### src/rtl/lsu_pkg.sv
// Shared size encodings, FSM state type and misalignment rule for the load/store unit.
// Sizes 011, 110 and 111 have no encoding of their own and decode as word accesses.
package lsu_pkg;

  localparam logic [2:0] LDST_B  = 3'b000;
  localparam logic [2:0] LDST_H  = 3'b001;
  localparam logic [2:0] LDST_W  = 3'b010;
  localparam logic [2:0] LDST_BU = 3'b100;
  localparam logic [2:0] LDST_HU = 3'b101;

  typedef enum logic {
    IDLE,
    WAIT
  } state_e;

  // size[1] set means word (including the illegal encodings); otherwise size[0] means halfword.
  function automatic logic is_misaligned(input logic [2:0] size, input logic [1:0] off);
    logic mis;
    mis = 1'b0;
    if (size[1]) begin
      mis = (off != 2'b00);
    end else if (size[0]) begin
      mis = off[0];
    end
    return mis;
  endfunction

endpackage

### src/rtl/lsu_load_fmt.sv
// Selects the addressed byte/halfword of a memory word and sign- or zero-extends it.
// Purely combinational; unknown sizes return the full word.
module lsu_load_fmt
  import lsu_pkg::*;
(
  input  logic [31:0] rd_i,
  input  logic [2:0]  size_i,
  input  logic [1:0]  off_i,
  output logic [31:0] data_o
);

  logic [7:0]  byte_sel;
  logic [15:0] half_sel;

  always_comb begin
    case (off_i)
      2'd0:    byte_sel = rd_i[7:0];
      2'd1:    byte_sel = rd_i[15:8];
      2'd2:    byte_sel = rd_i[23:16];
      default: byte_sel = rd_i[31:24];
    endcase
    half_sel = off_i[1] ? rd_i[31:16] : rd_i[15:0];

    case (size_i)
      LDST_B:  data_o = {{24{byte_sel[7]}}, byte_sel};
      LDST_BU: data_o = {24'h000000, byte_sel};
      LDST_H:  data_o = {{16{half_sel[15]}}, half_sel};
      LDST_HU: data_o = {16'h0000, half_sel};
      default: data_o = rd_i;
    endcase
  end

endmodule

### src/rtl/lsu.sv
// Load/store unit: 2-cycle minimum access (request + completion), stalls the core while memory is not ready.
// Optional LSU_MISALIGN_CHECK_EN rejects misaligned halfword/word requests in IDLE without stalling.
module lsu
  import lsu_pkg::*;
(
  input  logic        clk_i,
  input  logic        rst_ni,
  input  logic        core_req_i,
  input  logic        core_we_i,
  input  logic [2:0]  core_size_i,
  input  logic [31:0] core_addr_i,
  input  logic [31:0] core_wd_i,
  output logic [31:0] core_rd_o,
  output logic        core_stall_o,
  output logic        misalign_o,
  output logic        mem_req_o,
  output logic        mem_we_o,
  output logic [3:0]  mem_be_o,
  output logic [31:0] mem_addr_o,
  output logic [31:0] mem_wd_o,
  input  logic [31:0] mem_rd_i,
  input  logic        mem_ready_i
);

  state_e      state_q, state_d;
  logic [1:0]  off_q, off_d;
  logic [2:0]  size_q, size_d;
  logic        reject;
  logic        accept;
  logic [31:0] fmt_dat;

`ifdef LSU_MISALIGN_CHECK_EN
  assign reject = (state_q == IDLE) && core_req_i && is_misaligned(core_size_i, core_addr_i[1:0]);
`else
  assign reject = 1'b0;
`endif

  assign accept     = (state_q == IDLE) && core_req_i && !reject;
  assign misalign_o = reject && rst_ni;

  assign mem_we_o   = core_we_i;
  assign mem_addr_o = core_addr_i;

  always_comb begin
    mem_be_o = 4'b0000;
    mem_wd_o = core_wd_i;
    case (core_size_i)
      LDST_B, LDST_BU: begin
        mem_be_o = 4'b0001 << core_addr_i[1:0];
        mem_wd_o = {4{core_wd_i[7:0]}};
      end
      LDST_H, LDST_HU: begin
        mem_be_o = 4'b0011 << {core_addr_i[1], 1'b0};
        mem_wd_o = {2{core_wd_i[15:0]}};
      end
      default: mem_be_o = 4'b1111;
    endcase
    if (!core_we_i) begin
      mem_be_o = 4'b0000;
    end
  end

  lsu_load_fmt u_load_fmt (
    .rd_i   (mem_rd_i),
    .size_i (size_q),
    .off_i  (off_q),
    .data_o (fmt_dat)
  );

  always_comb begin
    state_d      = state_q;
    off_d        = off_q;
    size_d       = size_q;
    mem_req_o    = 1'b0;
    core_stall_o = 1'b0;
    core_rd_o    = 32'h0;
    case (state_q)
      IDLE: begin
        mem_req_o    = accept;
        core_stall_o = accept;
        if (accept) begin
          state_d = WAIT;
          off_d   = core_addr_i[1:0];
          size_d  = core_size_i;
        end
      end
      WAIT: begin
        // Completes on ready even if the core has dropped its request.
        mem_req_o    = 1'b1;
        core_stall_o = !mem_ready_i;
        if (mem_ready_i) begin
          state_d   = IDLE;
          core_rd_o = fmt_dat;
        end
      end
      default: state_d = IDLE;
    endcase
    if (!rst_ni) begin
      core_stall_o = 1'b0;
    end
  end

  always_ff @(posedge clk_i) begin
    if (!rst_ni) begin
      state_q <= IDLE;
      off_q   <= 2'b00;
      size_q  <= 3'b000;
    end else begin
      state_q <= state_d;
      off_q   <= off_d;
      size_q  <= size_d;
    end
  end

endmodule

### config.mk
export PLATFORM = sky130hd
export DESIGN_NAME = lsu
export DESIGN_NICKNAME = d
export VERILOG_FILES = /design/src/rtl/lsu_pkg.sv /design/src/rtl/lsu_load_fmt.sv /design/src/rtl/lsu.sv
export SDC_FILE = /design/constraint.sdc
export NUM_CORES = 1
export LEC_CHECK = 0
export ABC_AREA = 0
export CORE_ASPECT_RATIO = 1.25
export CORE_MARGIN = 3
export CORE_UTILIZATION = 25
export DETAILED_ROUTE_END_ITERATION = 10
export GPL_ROUTABILITY_DRIVEN = 0
export PLACE_DENSITY = 0.79
export SETUP_SLACK_MARGIN = 0.05
export SLEW_MARGIN = 25
export SYNTH_ARGS = -nofsm -noshare
export SYNTH_HDL_FRONTEND = slang
export SYNTH_SLANG_ARGS = --single-unit
### constraint.sdc
create_clock -name clk_i -period 1.51 [get_ports clk_i]
set_input_delay 0.2265 -clock clk_i [delete_from_list [all_inputs] [get_ports clk_i]]
set_output_delay 0.2265 -clock clk_i [all_outputs]
set_load 0.05 [all_outputs]
==> After elaboration in Yosys (flattened, before gate mapping) <==
Index checks and enable logic that the tools add are counted.
{ "classes": {"mul": 0, "n_div": 0, "muxes": 14, "n_bitwise": 1, "n_lt_le_gt_ge": 0, "eq_ne": 8, "n_reduce_logical": 8, "n_shift": 2, "addsub": 0} }
{ "ops": {"columns": ["cell", "count"], "rows": [
  ["$pmux 32 s4", 1],
  ["$mux 32", 2],
  ["$pmux 32 s2", 1],
  ["$pmux 8 s3", 1],
  ["$mux 16", 1],
  ["$eq 3x3->1 const B", 4],
  ["$pmux 4 s2", 1],
  ["$eq 3x1->1 const B", 2],
  ["$logic_not 3->1", 2],
  ["$pmux 1 s2", 3],
  ["$mux 4", 1],
  ["$reduce_or 2->1", 2],
  ["$shl 1x2->4 const A", 1],
  ["$shl 2x2->4 const A", 1],
  ["$mux 1", 3],
  ["$eq 2x1->1 const B", 1],
  ["$eq 2x2->1 const B", 1],
  ["$logic_not 2->1", 1],
  ["$reduce_and 2->1", 1],
  ["$logic_and 1x1->1", 1],
  ["$logic_not 1->1", 1],
  ["$not 1->1", 1]
]} }
{ "word_totals": {"in_bits": 104, "mem_count": 0, "mem_bits_rw": 0, "word_cells": 36, "latch_bits": 0, "register_bits": 6, "output_inout_bits": 104, "mem_bits_ro": 0} }

==> Longest topological paths before layout <==
{ "depth": {"ltp_word": 5, "ltp_mapped": 5, "mapped_depth_nobuf": 3} }

==> Hierarchy <==
Synthesis repeated with hierarchy kept, for this count alone.
{ "hier_totals": {"hier_cells": 292, "area_unflattened_um2": 2195.9} }
{ "modules_own_cells": {"columns": ["module", "area_per_inst_um2", "n_inst", "seq_area_each_um2", "cells_per_inst"], "rows": [
  ["lsu", 1226.2, 1, 120.1, 159],
  ["lsu_load_fmt", 969.7, 1, 0.0, 133]
]} }

==> Worst setup path after synthesis <==
No wires, ideal clock.
{ "synth_timing": {"path_kind": "reg2out", "start": "register size_q[0]", "end": "output core_rd_o[7]", "setup_slack_ns": -1.977, "path_buffers": 1, "t_required_ns": 1.283, "path_stages_with_launch": 5, "arrival_ns": 3.260, "path_cell_list": "dfxtp_1 > buf_2 > nor2b_1 > nor3_1 > a2111oi_0"} }
{ "synth_between": {"elab_chain_cells": 4, "elab_cells_between_ends": 7, "cone_classes": "eq/ne: 3; mux: 3; reduce/logical: 1"} }
{ "synth_rtl": {"columns": ["item", "line_no", "rtl"], "rows": [
  ["start: declaration", "lsu.sv:27", "logic [2:0] size_q, size_d;"],
  ["start signal: assignment", "lsu.sv:111", "size_q <= size_d;"],
  ["$eq 3x3->1, or another cell as far along", "lsu_load_fmt.sv:24", "case (size_i)"],
  ["$pmux 32 s4 *", "lsu_load_fmt.sv:24", null],
  ["$mux 32 *", "lsu.sv:91", "if (mem_ready_i) begin"],
  ["$mux 32 *", "lsu.sv:77", "case (state_q)"],
  ["end: declaration", "lsu.sv:13", "output logic [31:0] core_rd_o,"]
]} }
Every way passes the cells marked *; elsewhere a longest branch is shown, timed or not.

==> Worst setup path in the final report <==
{ "layout_timing": {"start": "register off_q[1]", "end": "output core_rd_o[28]"} }
{ "layout_between": {"elab_chain_cells": 5, "elab_cells_between_ends": 8, "cone_classes": "eq/ne: 2; mux: 5; reduce/logical: 1"} }
{ "layout_rtl": {"columns": ["item", "line_no", "rtl"], "rows": [
  ["start: declaration", "lsu.sv:26", "logic [1:0] off_q, off_d;"],
  ["start signal: assignment", "lsu.sv:106", "off_q <= 2'b00;"],
  ["start signal: assignment", "lsu.sv:110", "off_q <= off_d;"],
  ["$eq 2x2->1, or another cell as far along", "lsu_load_fmt.sv:16", "case (off_i)"],
  ["$pmux 8 s3", "lsu_load_fmt.sv:16", null],
  ["$pmux 32 s4 *", "lsu_load_fmt.sv:24", null],
  ["$mux 32 *", "lsu.sv:91", null],
  ["$mux 32 *", "lsu.sv:77", null]
]} }
Marked as above.

==> impl_metrics.toml <==
[placed_design]
pre_cts_ws_ns = -0.4990
dp_cells = 494
io_buffers = 146
post-dp-hpwl_um = 7032
place_area_mm2 = 0.004243

[timing]
final.min_clock_period_ns = 1.983
timing.fmax_mhz = 504.2
worst_slack_ns = -0.4732
skew_ns = 0.0009285
holdWs_ns = 0.4530
rsz0062_at_grt = "true"
slew_viol_final = 0
finalHoldViolations = 0
period_share_pct = 131.3
setup_viol = 32

[floorplanning]
initial_core_util_pct = 26.51
io_pins = 208
die_h_um = 100.5
die_area_mm2 = 0.008193
rows = 33
dieWidth_um = 81.56
coreArea_mm2 = 0.006730

[clock_network]
insertion_delay_ns = 0.22
cts_tree = "yes"
clkSinkCount = 6
cts_made_buffers = 3
root_buffer = "clkbuf_8"
cts_hold_buf = 0
cts.clk_slew.worst_paths_ns = 0.04
cts_max_level = 1
cts_buffer_depth = 2

[worst_hold_path]
hold_class = "in -> out"

[detailed_routing]
drt-total-wl_um = 9736
remaining_drc_errors = 0
vias = 2615
drt_iter0_drc = 80
dr.pass1.iters = 4
wl_per_cell_um = 18.94
vias_per_cell = 5.088
drtAntennaViolNets = 0

[worst_setup_path]
slowest_delay_ns = 0.37
slowest_stage = "dfxtp_4"
crit_family = "buffers and inverters"
critPathBufInv = 3
cp_max_fo = 7
path_cells = "mux2_4 > a221oi_4 > buf_6 > buf_16 > nor2_2 > buf_6"
required_ns = 1.28
crit_top_cell = "buf_6"
crit_type = "reg -> out"
endpoint_kind = "output pin"
worst_setup_path_start_kind = "register"
crit_arrival_ns = 1.76

[synth]
syn_area_mm2 = 0.001784
syn_inst = 254
synth_seq_cells = 6
postSynthAreaPerCell_um2 = 7.024
synth-seq-area-share_pct = 6.732
synth_cell_type_count = 31
synth_fp_nets = 358
ys_warn_count = 0

[finish]
utilization_pct = 75.63
seq_area_um2 = 133.9
stdcell_area_mm2 = 0.005090
fillers = 413
multi_input_area_mm2 = 0.001909
stdcell_count = 514
layout.nets = 533
antenna_cells = 0
area_delta_synth_final_pct = 185.3
drive_gt1_share_pct = 65.81

[pwr]
p_seq_share_pct = 7.0
p_comb_share_pct = 83.7
switching_power_mw = 1.194
pwr-share-clk_pct = 9.3
p_leak_nw = 2.067
ir_worst_vdd_mv = 0.3623
p_sw_share_pct = 45.52
power_density_mw_per_mm2 = 515.1
p_int_mw = 1.428

[global_route]
grt_start_max_net_pins = 20
antenna_found_initial = 0
grt_overflow = 0
grt_pass1_wl_um = 14130
grt_pass1_vias = 2771
grt_usage_pct = 22.11

[flow_run]
cap_violations = 0

[status]
status = "complete, but fails checks"
failed_checks = "negative setup slack"
logic make-up after synthesis:
family          count (synthesis)  synth area share (%)
compound gates                 80                 26.93
buf+inv                        67                 24.05
flops                           6                 6.732
mux                            38                 23.28
other cells                     1                0.2102
simple gates                   62                 18.79
flip-flops by register name, indices dropped and copies added (netlist names):
signal	cells
size_q	3
off_q	2
state_q	1
Yosys cell counts:
cell,number,area [µm²]
a2111oi_0,1,8.760
a211oi_1,11,82.58
a21oi_1,18,90.09
a221oi_4,1,26.28
a32oi_2,1,16.27
and2_1,1,6.260
and3_1,2,12.51
and3b_1,5,43.79
buf_2,4,20.02
buf_4,42,315.3
buf_6,2,22.52
clkbuf_1,14,52.55
conb_1,1,3.750
dfxtp_1,6,120.1
inv_1,5,18.77
mux2_2,24,270.3
mux2_4,1,15.01
mux2i_1,13,130.1
nand2_1,9,33.78
nand2b_1,3,18.77
nor2_1,20,75.07
nor2b_1,9,56.30
nor3_1,6,30.03
nor4_1,1,6.260
o21a_1,2,15.01
o21ai_0,42,210.2
o21ba_2,1,10.01
o221ai_1,1,8.760
o22ai_1,2,12.51
or2_2,2,12.51
or4b_1,4,40.04
worst paths after layout:
check                                startpoint        endpoint  slack (ns)  depth (start not counted)
worst min register to register        size_q[2]       size_q[2]        0.69                          3
worst max-delay path                   off_q[1]   core_rd_o[28]       -0.47                          6
worst min-delay path            core_addr_i[14]  mem_addr_o[14]        0.45                          0
worst max register to register          state_q         state_q        0.42                          4
final cells by class:
cell class                      instances  share of cell area, %
Inverter                                5                 0.4425
Multi-Input combinational cell        181                  37.51
Sequential cell                         6                  2.630
Timing Repair Buffer                  232                  56.47
Clock buffer                            3                 0.8112
Tap cell                               87                  2.139
stage by stage:
step	power (mW)	setup TNS [ns]
CTS	2.466	-12.81
detailed placement	2.025	-19.72
global route	2.728	-14.58
finish	2.622	-13.05
floorplan	1.342	-6.509
global placement	1.998	-18.18
what timing repair did:
action | in CTS | in global routing
resized for setup | 112 | 68
cloned | 3 | 1
pin swaps | 16 | 21
setup buffers | 5 | 14
endpoints found under the setup margin | 62 | 54
layout by cell type (no fill, tap or decap), drive strengths merged:
cell | netlist | routed
mux2i | 13 | 13
dfxtp | 6 | 6
nor4 | 1 | 1
nor2 | 20 | 20
o221ai | 1 | 1
or4b | 4 | 4
and3b | 5 | 5
nand2b | 3 | 3
buf | 48 | 157
o21ba | 1 | 1
nor2b | 9 | 9
a21oi | 18 | 18
mux2 | 25 | 25
clkinvlp | 0 | 1
conb | 1 | 1
clkbuf | 14 | 6
nor3 | 6 | 6
o21ai | 42 | 42
o22ai | 2 | 2
dlygate4sd2 | 0 | 8
clkdlybuf4s50 | 0 | 56
a211oi | 11 | 11
inv | 5 | 4
a2111oi | 1 | 1
and2 | 1 | 1
and3 | 2 | 2
dlymetal6s2s | 0 | 7
a32oi | 1 | 1
o21a | 2 | 2
bufbuf | 0 | 1
nand2 | 9 | 9
a221oi | 1 | 1
or2 | 2 | 2
routing by layer:
metal	up-vias	track usage, %	part of all wire [%]	wire length [µm]
met5	-	0	0	0
met4	0	6.892	2.5	242
met3	31	6.708	9.0	872
met2	129	40.34	53	5135
met1	1252	23.86	36	3485
li1	1203	-	-	-
power by group through the flow:
| stage | clock [mW] | sequential [mW] | combinational [mW] |
|---|---|---|---|
| final | 0.243 | 0.183 | 2.20 |
| after global routing | 0.263 | 0.184 | 2.28 |
| after CTS | 0.248 | 0.183 | 2.03 |
| after detailed placement | 0 | 0.183 | 1.84 |
| after global placement | 0 | 0.183 | 1.82 |
| after floorplan | 0 | 0.180 | 1.16 |
No activity file was read; power rests on OpenSTA's default activity.
